<file path="config.mk">
export PLATFORM = sky130hd
export DESIGN_NAME = two_bit_adder
export DESIGN_NICKNAME = d
export VERILOG_FILES = /design/src/rtl/two_bit_adder_pkg.sv /design/src/rtl/two_bit_adder_full_adder.sv /design/src/rtl/two_bit_adder.sv
export SDC_FILE = /design/constraint.sdc
export NUM_CORES = 1
export LEC_CHECK = 0
export CORE_AREA = 3 3 40 42
export CTS_BUF_LIST = sky130_fd_sc_hd__clkbuf_8
export DETAILED_ROUTE_END_ITERATION = 10
export DIE_AREA = 0 0 43 45
export GPL_ROUTABILITY_DRIVEN = 1
export PLACE_DENSITY_LB_ADDON = 0.3
export SKIP_LAST_GASP = 1
export SLEW_MARGIN = 30
export SYNTH_ARGS = -nofsm -noshare
export SYNTH_HDL_FRONTEND = slang
export SYNTH_SLANG_ARGS = --single-unit
</file>
<file path="constraint.sdc">
create_clock -name clk -period 4 [get_ports clk]
set_clock_uncertainty 0.05 [all_clocks]
set_input_delay 0.8 -clock clk [delete_from_list [all_inputs] [get_ports clk]]
set_output_delay 0.8 -clock clk [all_outputs]
set_load 0.02 [all_outputs]
</file>
<file path="src/rtl/two_bit_adder_pkg.sv">
// Shared width constant for the two-bit adder/subtractor slice.
package two_bit_adder_pkg;
    localparam int unsigned ADD_W = 2;
endpackage

</file>
<file path="src/rtl/two_bit_adder_full_adder.sv">
// Single-bit full adder; rippled by two_bit_adder.
module full_adder (
    input  logic a,
    input  logic b,
    input  logic cin,
    output logic s,
    output logic cout
);
    assign s    = a ^ b ^ cin;
    assign cout = (a & b) | (cin & (a ^ b));
endmodule

</file>
<file path="src/rtl/two_bit_adder.sv">
// 2-bit ripple-carry adder/subtractor with one output register stage.
module two_bit_adder
    import two_bit_adder_pkg::*;
(
    input  logic       clk,
    input  logic       reset,
    input  logic [1:0] a,
    input  logic [1:0] b,
    input  logic       Cin0,
    input  logic       subtract,
    output logic       sum0,
    output logic       sum1,
    output logic       C1
);
    logic [ADD_W-1:0] b_eff;
    logic [ADD_W:0]   carry;
    logic [ADD_W-1:0] s;
    logic [ADD_W:0]   res_d, res_q;

    // Subtract is a + ~b + ~Cin0, so carry-out high means no borrow.
    assign b_eff    = b ^ {ADD_W{subtract}};
    assign carry[0] = Cin0 ^ subtract;

    for (genvar i = 0; i < ADD_W; i++) begin : g_fa
        full_adder u_fa (
            .a    (a[i]),
            .b    (b_eff[i]),
            .cin  (carry[i]),
            .s    (s[i]),
            .cout (carry[i+1])
        );
    end

    assign res_d = {carry[ADD_W], s};

    always_ff @(posedge clk) begin
        if (reset) res_q <= '0;
        else       res_q <= res_d;
    end

    assign sum0 = res_q[0];
    assign sum1 = res_q[1];
    assign C1   = res_q[2];
endmodule

</file>
==> impl_metrics.env <==
export IMPL_synth_simple_area_share=0.108
export IMPL_die_x_um=43
export IMPL_grt_pass1_wl_um=517
export IMPL_place_area_um2=269
export IMPL_place_inst=38
export IMPL_setup_violations=0
export IMPL_start_util=0.117
export IMPL_path_clk_slew_ns=0.03
export IMPL_yosys_warnings=0
export IMPL_cts_sinks=3
export IMPL_relSlewSlack=0.857
export IMPL_synth_most_common_cell="dfxtp_1"
export IMPL_clockRootBuffer="clkbuf_8"
export IMPL_worstPathMaxFanout=3
export IMPL_place_gp_congestion=0.574
export IMPL_ant_nets=0
export IMPL_fmaxAchievable_mhz=415
export IMPL_synth_edf_count=0
export IMPL_slowest_stage="clkdlybuf4s50_1"
export IMPL_synth_top_area_cell="dfxtp_1"
export IMPL_max_flop_register="res_q"
export IMPL_p_leak_uw=0.000130
export IMPL_boundaryPins=11
export IMPL_synth_distinct_cells=7
export IMPL_arrival_ns=2.46
export IMPL_ir_drop_uv=94.0
export IMPL_power_density_nw_per_um2=487
export IMPL_post_cts_buffers=0
export IMPL_cts_htree_levels=1
export IMPL_synth_area_leaders="dfxtp_1 40%, fa_1 27%, xnor2_1 12%"
export IMPL_synth_top_area_share=0.400
export IMPL_dpl_worst_slack_ns=1.36
export IMPL_cp_data_required_time_ns=4.05
export IMPL_synth_top_family_by_area="adder cells"
export IMPL_timing_final_ws_setup_ns=1.59
export IMPL_synth_mux_area_frac=0
export IMPL_rsz0062_at_grt="false"
export IMPL_startpoint_type="primary input"
export IMPL_endpoint_kind="flip-flop"
export IMPL_synth_area_um2=150
export IMPL_cts_tree="built"
export IMPL_reg_largest_list="res_q: 3 flops"
export IMPL_drv_cap=0
export IMPL_diodes=0
export IMPL_drv_slew=0
export IMPL_numCtsBuffers=3
export IMPL_crit_top_cell="fa_1"
export IMPL_fin_util=0.244
export IMPL_largest_reg_flops=3
export IMPL_synth_seq_cells=3
export IMPL_syn_num_nets=23
export IMPL_antenna_found_initial=0
export IMPL_drt_first_pass_iters=4
export IMPL_coreArea_um2=1280
export IMPL_syn_to_final_growth_pct=109
export IMPL_synth_fa_ha_area_frac=0.267
export IMPL_synth_xor_area_frac=0.175
export IMPL_path_cells="clkdlybuf4s50_1 -> xnor2_1 -> fa_1 -> inv_1 -> fa_1 -> nor2b_1"
export IMPL_drc=0
export IMPL_ys_top_cells_by_count="3 x dfxtp_1, 2 x fa_1, 2 x inv_1, 2 x nor2b_1, 2 x xnor2_1"
export IMPL_max_slew_worst_pin_slew_ns=0.214
export IMPL_cts_buffer_depth=2
export IMPL_holdBufCountCts=0
export IMPL_max_stage_delay_ns=0.55
export IMPL_min_period_over_period=0.602
export IMPL_avgSynthCellArea_um2=11.5
export IMPL_async_flop_share=0
export IMPL_wirelength_um=337
export IMPL_die_area_um2=1940
export IMPL_layout_cells_non_filler=42
export IMPL_num_vias=135
export IMPL_design_area_um2=314
export IMPL_ys_seq_area_frac=0.400
export IMPL_die_h_um=45
export IMPL_drt_wirelength_per_cell_um=8.02
export IMPL_grt_pass1_vias=153
export IMPL_portBuffers=10
export IMPL_first_iter_violations=3
export IMPL_grt_overflow=0
export IMPL_grt_usage=0.0442
export IMPL_num_rows=13
export IMPL_hold_violations=0
export IMPL_hold_class="in -> reg"
export IMPL_final_nets=38
export IMPL_synth_main_ff_cell="dfxtp_1"
export IMPL_fin_setup_tns_ns=0
export IMPL_cts_resized=0
export IMPL_dp_hpwl_um=294
export IMPL_via_per_inst=3.21
export IMPL_status="completed"
export IMPL_synth_cells=13
export IMPL_synth_compound_area_frac=0
export IMPL_grt_max_degree=4
export IMPL_drive_above_1_share=0.111
export IMPL_min_period_ns=2.41
export IMPL_worstSetupPathType="in -> reg"
[path summary, 6_finish.rpt]
check,from,endpoint,slack (ns),depth (start not counted)
setup / recovery,subtract,res_q[1],1.59,6
hold / removal,reset,res_q[0],1.10,2
[layer usage]
layer	up-vias	global-route usage	part of all wire
li1	64	-	-
met1	60	0.0267	0.34
met2	11	0.0719	0.49
met3	0	0.0239	0.16
met4	0	0.0723	0
met5	-	0	0
[metrics by stage]
step | hold slack (ns) | total power, uW
2_1_floorplan | 0.817 | 51.4
3_3_place_gp | 1.31 | 69.4
3_5_place_dp | 1.32 | 70.2
4_1_cts | 1.10 | 157
5_1_grt | 1.12 | 160
6_report | 1.10 | 153
[where the power goes]
| part | internal (uW) | leakage [uW] | total, uW | switching [uW] |
|---|---|---|---|---|
| clock | 65.2 | 0.0000269 | 83.6 | 18.4 |
| combinational | 19.5 | 0.0000783 | 33.8 | 14.3 |
| sequential | 34.5 | 0.0000250 | 35.5 | 0.993 |
[cells by family (layout without fill, tap and decap cells)]
| kind of cell | Yosys count | after routing |
|---|---|---|
| xor gates and xnor gates | 3 | 3 |
| buffers and inverters | 2 | 16 |
| DFF | 3 | 3 |
| adders and majority gates | 2 | 2 |
| and+or+nand+nor | 3 | 3 |
[layout by cell type (no fill, tap or decap)]
| master | count |
|---|---|
| clkdlybuf4s50_1 | 10 |
| inv_1 | 3 |
| clkbuf_8 | 3 |
| dfxtp_1 | 3 |
| xnor2_1 | 2 |
| nor2b_1 | 2 |
| fa_1 | 2 |
| nor2_1 | 1 |
| xor2_1 | 1 |
[area by class of cell]
class                      count  area (um^2)
inverter                       2         7.51
clock inverter                 1         3.75
multi-input combinational      8         82.6
fill                         142          971
clock buffer                   3         41.3
tap                           15         18.8
sequential                     3         60.1
timing repair buffer          10          100
[worst max-delay path, delay by kind of cell]
| family | cells | cell delay [ns] |
|---|---|---|
| adders and majority gates | 2 | 0.79 |
| buffers and inverters | 2 | 0.62 |
| and+or+nand+nor | 1 | 0.14 |
| xor gates and xnor gates | 1 | 0.12 |
(Power assumes the default switching activity.)
